`config.mk`:
```
export PLATFORM = sky130hd
export DESIGN_NAME = svm_cfg_loader_flat
export DESIGN_NICKNAME = d
export VERILOG_FILES = /design/src/rtl/svm_cfg_pkg.sv /design/src/rtl/svm_cfg_loader_if.sv /design/src/rtl/svm_coef_packer.sv /design/src/rtl/svm_cfg_loader.sv /design/src/flat_wrapper.sv
export SDC_FILE = /design/constraint.sdc
export NUM_CORES = 2
export LEC_CHECK = 0
export CORE_AREA = 3 3 512 514
export CTS_BUF_LIST = sky130_fd_sc_hd__clkbuf_2
export CTS_CLUSTER_DIAMETER = 80
export DETAILED_ROUTE_END_ITERATION = 8
export DIE_AREA = 0 0 515 517
export GPL_TIMING_DRIVEN = 0
export PLACE_DENSITY_LB_ADDON = 0.2
export SLEW_MARGIN = 20
export SYNTH_ARGS = -nofsm -noshare
export SYNTH_HDL_FRONTEND = slang
export SYNTH_SLANG_ARGS = --single-unit
```
`constraint.sdc`:
```
create_clock -name clk -period 3.2 [get_ports clk]
set_input_delay 0.64 -clock clk [delete_from_list [all_inputs] [get_ports clk]]
set_output_delay 0.64 -clock clk [all_outputs]
set_load 0.01 [all_outputs]
```
`src/rtl/svm_cfg_pkg.sv`:
```
// Shared constants and types for the hog_svm configuration loader.
package svm_cfg_pkg;

  localparam int unsigned FEA_I  = 4;
  localparam int unsigned FEA_F  = 8;
  localparam int unsigned ROW    = 15;
  localparam int unsigned COL    = 7;
  localparam int unsigned N_WORD = 36;
  localparam int unsigned ADDR_W = 6;

  localparam int unsigned COEF_W = FEA_I + FEA_F;
  localparam int unsigned N_COEF = ROW * COL;
  localparam int unsigned RAM_DW = COEF_W * N_COEF;
  localparam int unsigned LANE_W = $clog2(N_COEF);

  typedef enum logic [2:0] {
    IDLE,
    LOAD_COEF,
    WRITE,
    LOAD_BIAS,
    DONE
  } cfg_state_t;

  typedef logic signed [COEF_W-1:0] coef_t;
  typedef logic [RAM_DW-1:0]        ram_word_t;

  // One coefficient RAM port-A write
  typedef struct packed {
    logic [ADDR_W-1:0] addr;
    ram_word_t         data;
  } ram_wr_t;

endpackage

```
`src/rtl/svm_cfg_loader_if.sv`:
```
// Host coefficient stream: one Q4.8 value per valid/ready beat.
interface svm_cfg_loader_if;
  import svm_cfg_pkg::*;

  logic  s_valid;
  logic  s_ready;
  coef_t s_data;

  modport master (output s_valid, output s_data, input s_ready);
  modport slave  (input s_valid, input s_data, output s_ready);

endinterface

```
`src/rtl/svm_coef_packer.sv`:
```
// Packs N_COEF narrow coefficients into one RAM word; first beat ends in lane 0.
module svm_coef_packer
  import svm_cfg_pkg::*;
(
  input  logic      clk,
  input  logic      rst,
  input  logic      clr,
  input  logic      shift_en,
  input  coef_t     data,
  output ram_word_t pack_nxt_c,
  output logic      wrap_c
);

  localparam logic [LANE_W-1:0] LANE_LAST = LANE_W'(N_COEF - 1);

  ram_word_t         pack_q;
  logic [LANE_W-1:0] lane_q;
  logic [LANE_W-1:0] lane_d;

  // New beat enters the top lane, older beats move one lane toward lane 0
  always_comb begin
    pack_nxt_c = {data, pack_q[RAM_DW-1:COEF_W]};
    wrap_c     = shift_en && (lane_q == LANE_LAST);
    lane_d     = lane_q;
    if (clr) begin
      lane_d = '0;
    end else if (shift_en) begin
      lane_d = wrap_c ? '0 : lane_q + LANE_W'(1);
    end
  end

  // Pack register and lane counter
  always_ff @(posedge clk or negedge rst) begin
    if (!rst) begin
      pack_q <= '0;
      lane_q <= '0;
    end else begin
      lane_q <= lane_d;
      if (clr) begin
        pack_q <= '0;
      end else if (shift_en) begin
        pack_q <= pack_nxt_c;
      end
    end
  end

endmodule

```
`src/rtl/svm_cfg_loader.sv`:
```
// Configuration sequencer: streams coefficients into the SVM RAM, then loads
// the bias and enables the HOG pixel path only on a fully loaded model.
module svm_cfg_loader
  import svm_cfg_pkg::*;
(
  input  logic              clk,
  input  logic              rst,
  input  logic              start,
  svm_cfg_loader_if.slave   cfg,
  output logic [ADDR_W-1:0] addr_a,
  output logic              write_en,
  output ram_word_t         i_data_a,
  output coef_t             bias,
  output logic              b_load,
  output logic              busy,
  output logic              cfg_done,
  output logic              hog_en
);

  localparam logic [ADDR_W-1:0] WORD_LAST = ADDR_W'(N_WORD - 1);

  cfg_state_t        state_q, state_d;
  logic [ADDR_W-1:0] word_q, word_d;
  ram_wr_t           wr_q, wr_d;
  coef_t             bias_d;
  logic              s_ready_q, s_ready_d;
  logic              write_en_d;
  logic              b_load_d;
  logic              busy_d;
  logic              cfg_done_d;
  logic              xfer_c;
  logic              shift_en_c;
  logic              clr_c;
  ram_word_t         pack_nxt_c;
  logic              wrap_c;

  assign cfg.s_ready = s_ready_q;
  assign addr_a      = wr_q.addr;
  assign i_data_a    = wr_q.data;
  assign xfer_c      = cfg.s_valid && s_ready_q;

  svm_coef_packer u_packer (
    .clk        (clk),
    .rst        (rst),
    .clr        (clr_c),
    .shift_en   (shift_en_c),
    .data       (cfg.s_data),
    .pack_nxt_c (pack_nxt_c),
    .wrap_c     (wrap_c)
  );

  // Next state, word counter and next values of every registered output
  always_comb begin
    state_d    = state_q;
    word_d     = word_q;
    wr_d       = wr_q;
    bias_d     = bias;
    write_en_d = 1'b0;
    b_load_d   = 1'b0;
    shift_en_c = 1'b0;
    clr_c      = 1'b0;

    case (state_q)
      IDLE, DONE: begin
        if (start) begin
          state_d = LOAD_COEF;
          word_d  = '0;
          clr_c   = 1'b1;
        end
      end
      LOAD_COEF: begin
        if (xfer_c) begin
          shift_en_c = 1'b1;
          if (wrap_c) begin
            state_d    = WRITE;
            write_en_d = 1'b1;
            wr_d.addr  = word_q;
            wr_d.data  = pack_nxt_c;
          end
        end
      end
      WRITE: begin
        if (word_q == WORD_LAST) begin
          word_d  = '0;
          state_d = LOAD_BIAS;
        end else begin
          word_d  = word_q + ADDR_W'(1);
          state_d = LOAD_COEF;
        end
      end
      LOAD_BIAS: begin
        if (xfer_c) begin
          bias_d   = cfg.s_data;
          b_load_d = 1'b1;
          state_d  = DONE;
        end
      end
      default: state_d = IDLE;
    endcase

    s_ready_d  = (state_d == LOAD_COEF) || (state_d == LOAD_BIAS);
    busy_d     = (state_d == LOAD_COEF) || (state_d == WRITE) || (state_d == LOAD_BIAS);
    // Model is only valid once DONE has settled; a restart drops it at once
    cfg_done_d = (state_q == DONE) && (state_d == DONE);
  end

  // State and output registers
  always_ff @(posedge clk or negedge rst) begin
    if (!rst) begin
      state_q   <= IDLE;
      word_q    <= '0;
      wr_q      <= '0;
      bias      <= '0;
      s_ready_q <= 1'b0;
      write_en  <= 1'b0;
      b_load    <= 1'b0;
      busy      <= 1'b0;
      cfg_done  <= 1'b0;
      hog_en    <= 1'b0;
    end else begin
      state_q   <= state_d;
      word_q    <= word_d;
      wr_q      <= wr_d;
      bias      <= bias_d;
      s_ready_q <= s_ready_d;
      write_en  <= write_en_d;
      b_load    <= b_load_d;
      busy      <= busy_d;
      cfg_done  <= cfg_done_d;
      hog_en    <= cfg_done_d;
    end
  end

endmodule

```
`src/flat_wrapper.sv`:
```
// flat-port wrapper written by rule: the top's interface ports become plain ports
module svm_cfg_loader_flat import svm_cfg_pkg::*;
  (clk, rst, start, addr_a, write_en, i_data_a, bias, b_load, busy, cfg_done, hog_en, cfg_s_valid, cfg_s_data, cfg_s_ready);
  svm_cfg_loader_if cfg_i ();
  input  logic clk;
  input  logic rst;
  input  logic start;
  output logic [ADDR_W-1:0] addr_a;
  output logic write_en;
  output ram_word_t i_data_a;
  output coef_t bias;
  output logic b_load;
  output logic busy;
  output logic cfg_done;
  output logic hog_en;
  input wire logic [$bits(cfg_i.s_valid)-1:0] cfg_s_valid;
  input wire logic [$bits(cfg_i.s_data)-1:0] cfg_s_data;
  output wire logic [$bits(cfg_i.s_ready)-1:0] cfg_s_ready;
  assign cfg_i.s_valid = cfg_s_valid;
  assign cfg_i.s_data = cfg_s_data;
  assign cfg_s_ready = cfg_i.s_ready;
  svm_cfg_loader u_core (.clk(clk), .rst(rst), .start(start), .cfg(cfg_i), .addr_a(addr_a), .write_en(write_en), .i_data_a(i_data_a), .bias(bias), .b_load(b_load), .busy(busy), .cfg_done(cfg_done), .hog_en(hog_en));
endmodule
```
==> results.txt <==
Starting Density: 38.1%
Post-Route WL: 354000 um
Slew at the pin closest to its max-slew limit: 903 ps
Post-placement cell count: 12900
First-pass GRT wire length: 506000 um
Area contributors post-synth: dfrtp_1, nand2_1, mux2_2, mux2_1, a21oi_1
Die area: 0.266 mm^2
Via count: 72100
Wire length per cell: 24.7 um
CTS tree: yes
Post-synth EDFFs: 0
Setup WS post-layout: -307 ps
Post-DP HPWL: 265000 um
H-Tree Depth: 6
Vias in the first global route: 74100
Via density: 5.03
Endpoints failing setup: 612
Period utilisation layout: 110%
Maximum VDD drop: 291 uV
Critical path endpoint category: async pin
Asr flop ratio synth: 100%
Worst Path Required: 5290 ps
Fmax: 285 MHz
Final Max Slew Viols: 0
Post-synth top flop: dfrtp_1
PwrDens: 505 mW/mm^2
Die Height: 517 um
Port bufs: 1299
Hold WS: 282 ps
LEAKAGE: 0.0628 uW
Post-synth cell types: 42
#FFs+latches synth: 2547
Avg Inst Size Synth: 11.9 um^2
First-pass DRT Iterations: 6
Top-area cell type share of the netlist area: 65.0%
Largest net degree at the start of global routing: 152
Slew HR: 39.6%
CTS Buffer Depth: 4
Core area: 0.257 mm^2
Global route overflow: 0
Post-layout min period: 3510 ps
Seq/Total Area, Yosys: 65.0%
Area Growth Syn to Fin: 25.5%
CTS Sinks: 2547
Cell taking the most area after synthesis: dfrtp_1
CP arrival: 5600 ps
Initial antenna violation count: 17
Layout cell share with drive strength beyond 1: 33.7%
Crit Path Class: primary input to async pin
GRT Overall Usage: 25.8%
CTS Buf Count: 667
RSZ-0062 raised after global routing: true
Failing checks: negative setup slack
Syn. warnings: 0
Row cnt: 186
Hold Path Class: primary input to async pin
Mapped Nets: 8238
Final core utilization: 47.8%
Status: finished with violations
Cell with the most instances after synthesis: dfrtp_1
Nets: 10500
CP max FO: 128
Final GP Congestion: 0.927
Die X: 515 um
Max Cap Viol: 0
DRT iter0 DRCs: 5103
Startpoint Class: primary input
Finished Layout Cells: 14400
I/O pin cnt: 1300
Clock root cell: clkbuf_2
# DRC: 0
Final hold vios: 0
Clk_lat worst skew: 2050 ps
Most instantiated cells after synthesis: dfrtp_1, nand2_1, a21oi_1
Antenna Violating Nets Remaining: 0
Setup Skew: 122 ps
Worst-path clk slew: 110 ps
Post-Syn Area: 0.0980 mm^2
Pre-CTS setup slack: -1580 ps
Cells after Synth: 8219
where the power goes:
group,total [uW],internal (uW),switching (uW)
clock network,23100,9160,13900
logic,4170,1340,2840
registers,34800,33400,1450
per-stage QoR:
stage               TNS (ps)  cell area, um^2  total power [uW]
floorplan                  0            98000             36800
global placement           -           115000             39000
detailed placement  -1863690           116000             39400
CTS                  -688270           123000             62900
global route         -428200           123000             65400
finish                -47020           123000             62100
worst max-delay path, cell delays in order:
cell	delay, ps
buf_16	90
buf_16	100
buf_16	100
buf_16	90
buf_16	90
buf_16	90
buf_16	100
buf_16	90
buf_16	100
buf_16	100
buf_16	100
buf_16	100
buf_16	90
buf_16	90
buf_16	140
buf_16	120
dlygate4sd3_1	820
buf_16	340
buf_16	440
buf_16	460
buf_16	390
clkbuf_16	430
sequential cells by signal (all words and copies together) (netlist names):
| register | flops |
|---|---|
| u_core.i_data_a | 1260 |
| u_core.u_packer.pack_q | 1248 |
| u_core.bias | 12 |
| u_core.u_packer.lane_q | 7 |
| u_core.addr_a | 6 |
| u_core.word_q | 6 |
| u_core.state_q | 3 |
| u_core.b_load | 1 |
| u_core.busy | 1 |
| u_core.cfg.s_ready | 1 |
| u_core.cfg_done | 1 |
| u_core.write_en | 1 |
cell usage in the layout (no fill, tap or decap), drive strengths merged, types with 11 or more instances in the layout:
| cell type | Yosys | layout |
|---|---|---|
| dfrtp | 2547 | 2547 |
| nand2 | 2506 | 2506 |
| clkbuf | 181 | 1559 |
| buf | 383 | 1518 |
| mux2 | 1278 | 1278 |
| a21oi | 1250 | 1250 |
| clkinv | 0 | 128 |
| dlygate4sd3 | 0 | 44 |
| inv | 6 | 28 |
| clkdlybuf4s50 | 0 | 14 |
| bufinv | 0 | 13 |
| o21ai | 11 | 11 |
what timing repair did:
action                                 in CTS  in global routing
buffers inserted                           86                127
setup endpoints to repair                2132               2442
pin swaps                                   0                  0
endpoints found under the hold margin    1518                 41
cloned                                      0                  7
hold buffers                               66                  7
gates resized for setup                  4541               1865
worst paths after layout:
check                                    from  cells after the start                           to  slack (ps)
min                                       rst                     18         u_core.i_data_a[723]         280
max in group clk         u_core.i_data_a[459]                      1                i_data_a[459]        -170
max                                       rst                     22   u_core.u_packer.pack_q[38]        -310
min reg2reg       u_core.u_packer.pack_q[463]                      1         u_core.i_data_a[451]         440
min in group clk  u_core.u_packer.pack_q[463]                      1         u_core.i_data_a[451]         440
max reg2reg                 u_core.state_q[2]                      8  u_core.u_packer.pack_q[551]         -60
final cells by class:
type / count / area (um^2)
fillers: 23900 / 134000
flip-flops and latches: 2547 / 63800
multi-input cells: 5102 / 30500
repair buffers: 1610 / 14700
clock buffers: 961 / 4810
well taps: 3384 / 4230
plain buffers: 564 / 3750
clock inverters: 173 / 1180
inverters: 6 / 22.5
diodes: 9 / 22.5
layer usage:
metal  GRT usage, %  vias to the layer above  wire, um
met1           31.6                    36600    141000
li1               -                    32300         -
met4           11.9                        2     16700
met3           8.88                      571     31700
met5              0                        -        13
met2           41.1                     2679    165000
logic make-up (layout without fill, tap and decap cells):
kind of cell	count (synthesis)	in the layout	share of synthesized area [%]
flip-flops	2547	2547	65.0
XOR/XNOR	1	1	0.00894
buffers and inverters	570	3314	3.83
AO/OA/AOI/OAI	1274	1274	6.54
AND/OR/NAND/NOR	2546	2546	9.87
adder cells (fa/ha/maj)	3	3	0.0383
other	0	9	0
multiplexers	1278	1278	14.7
(Power assumes the default switching activity.)
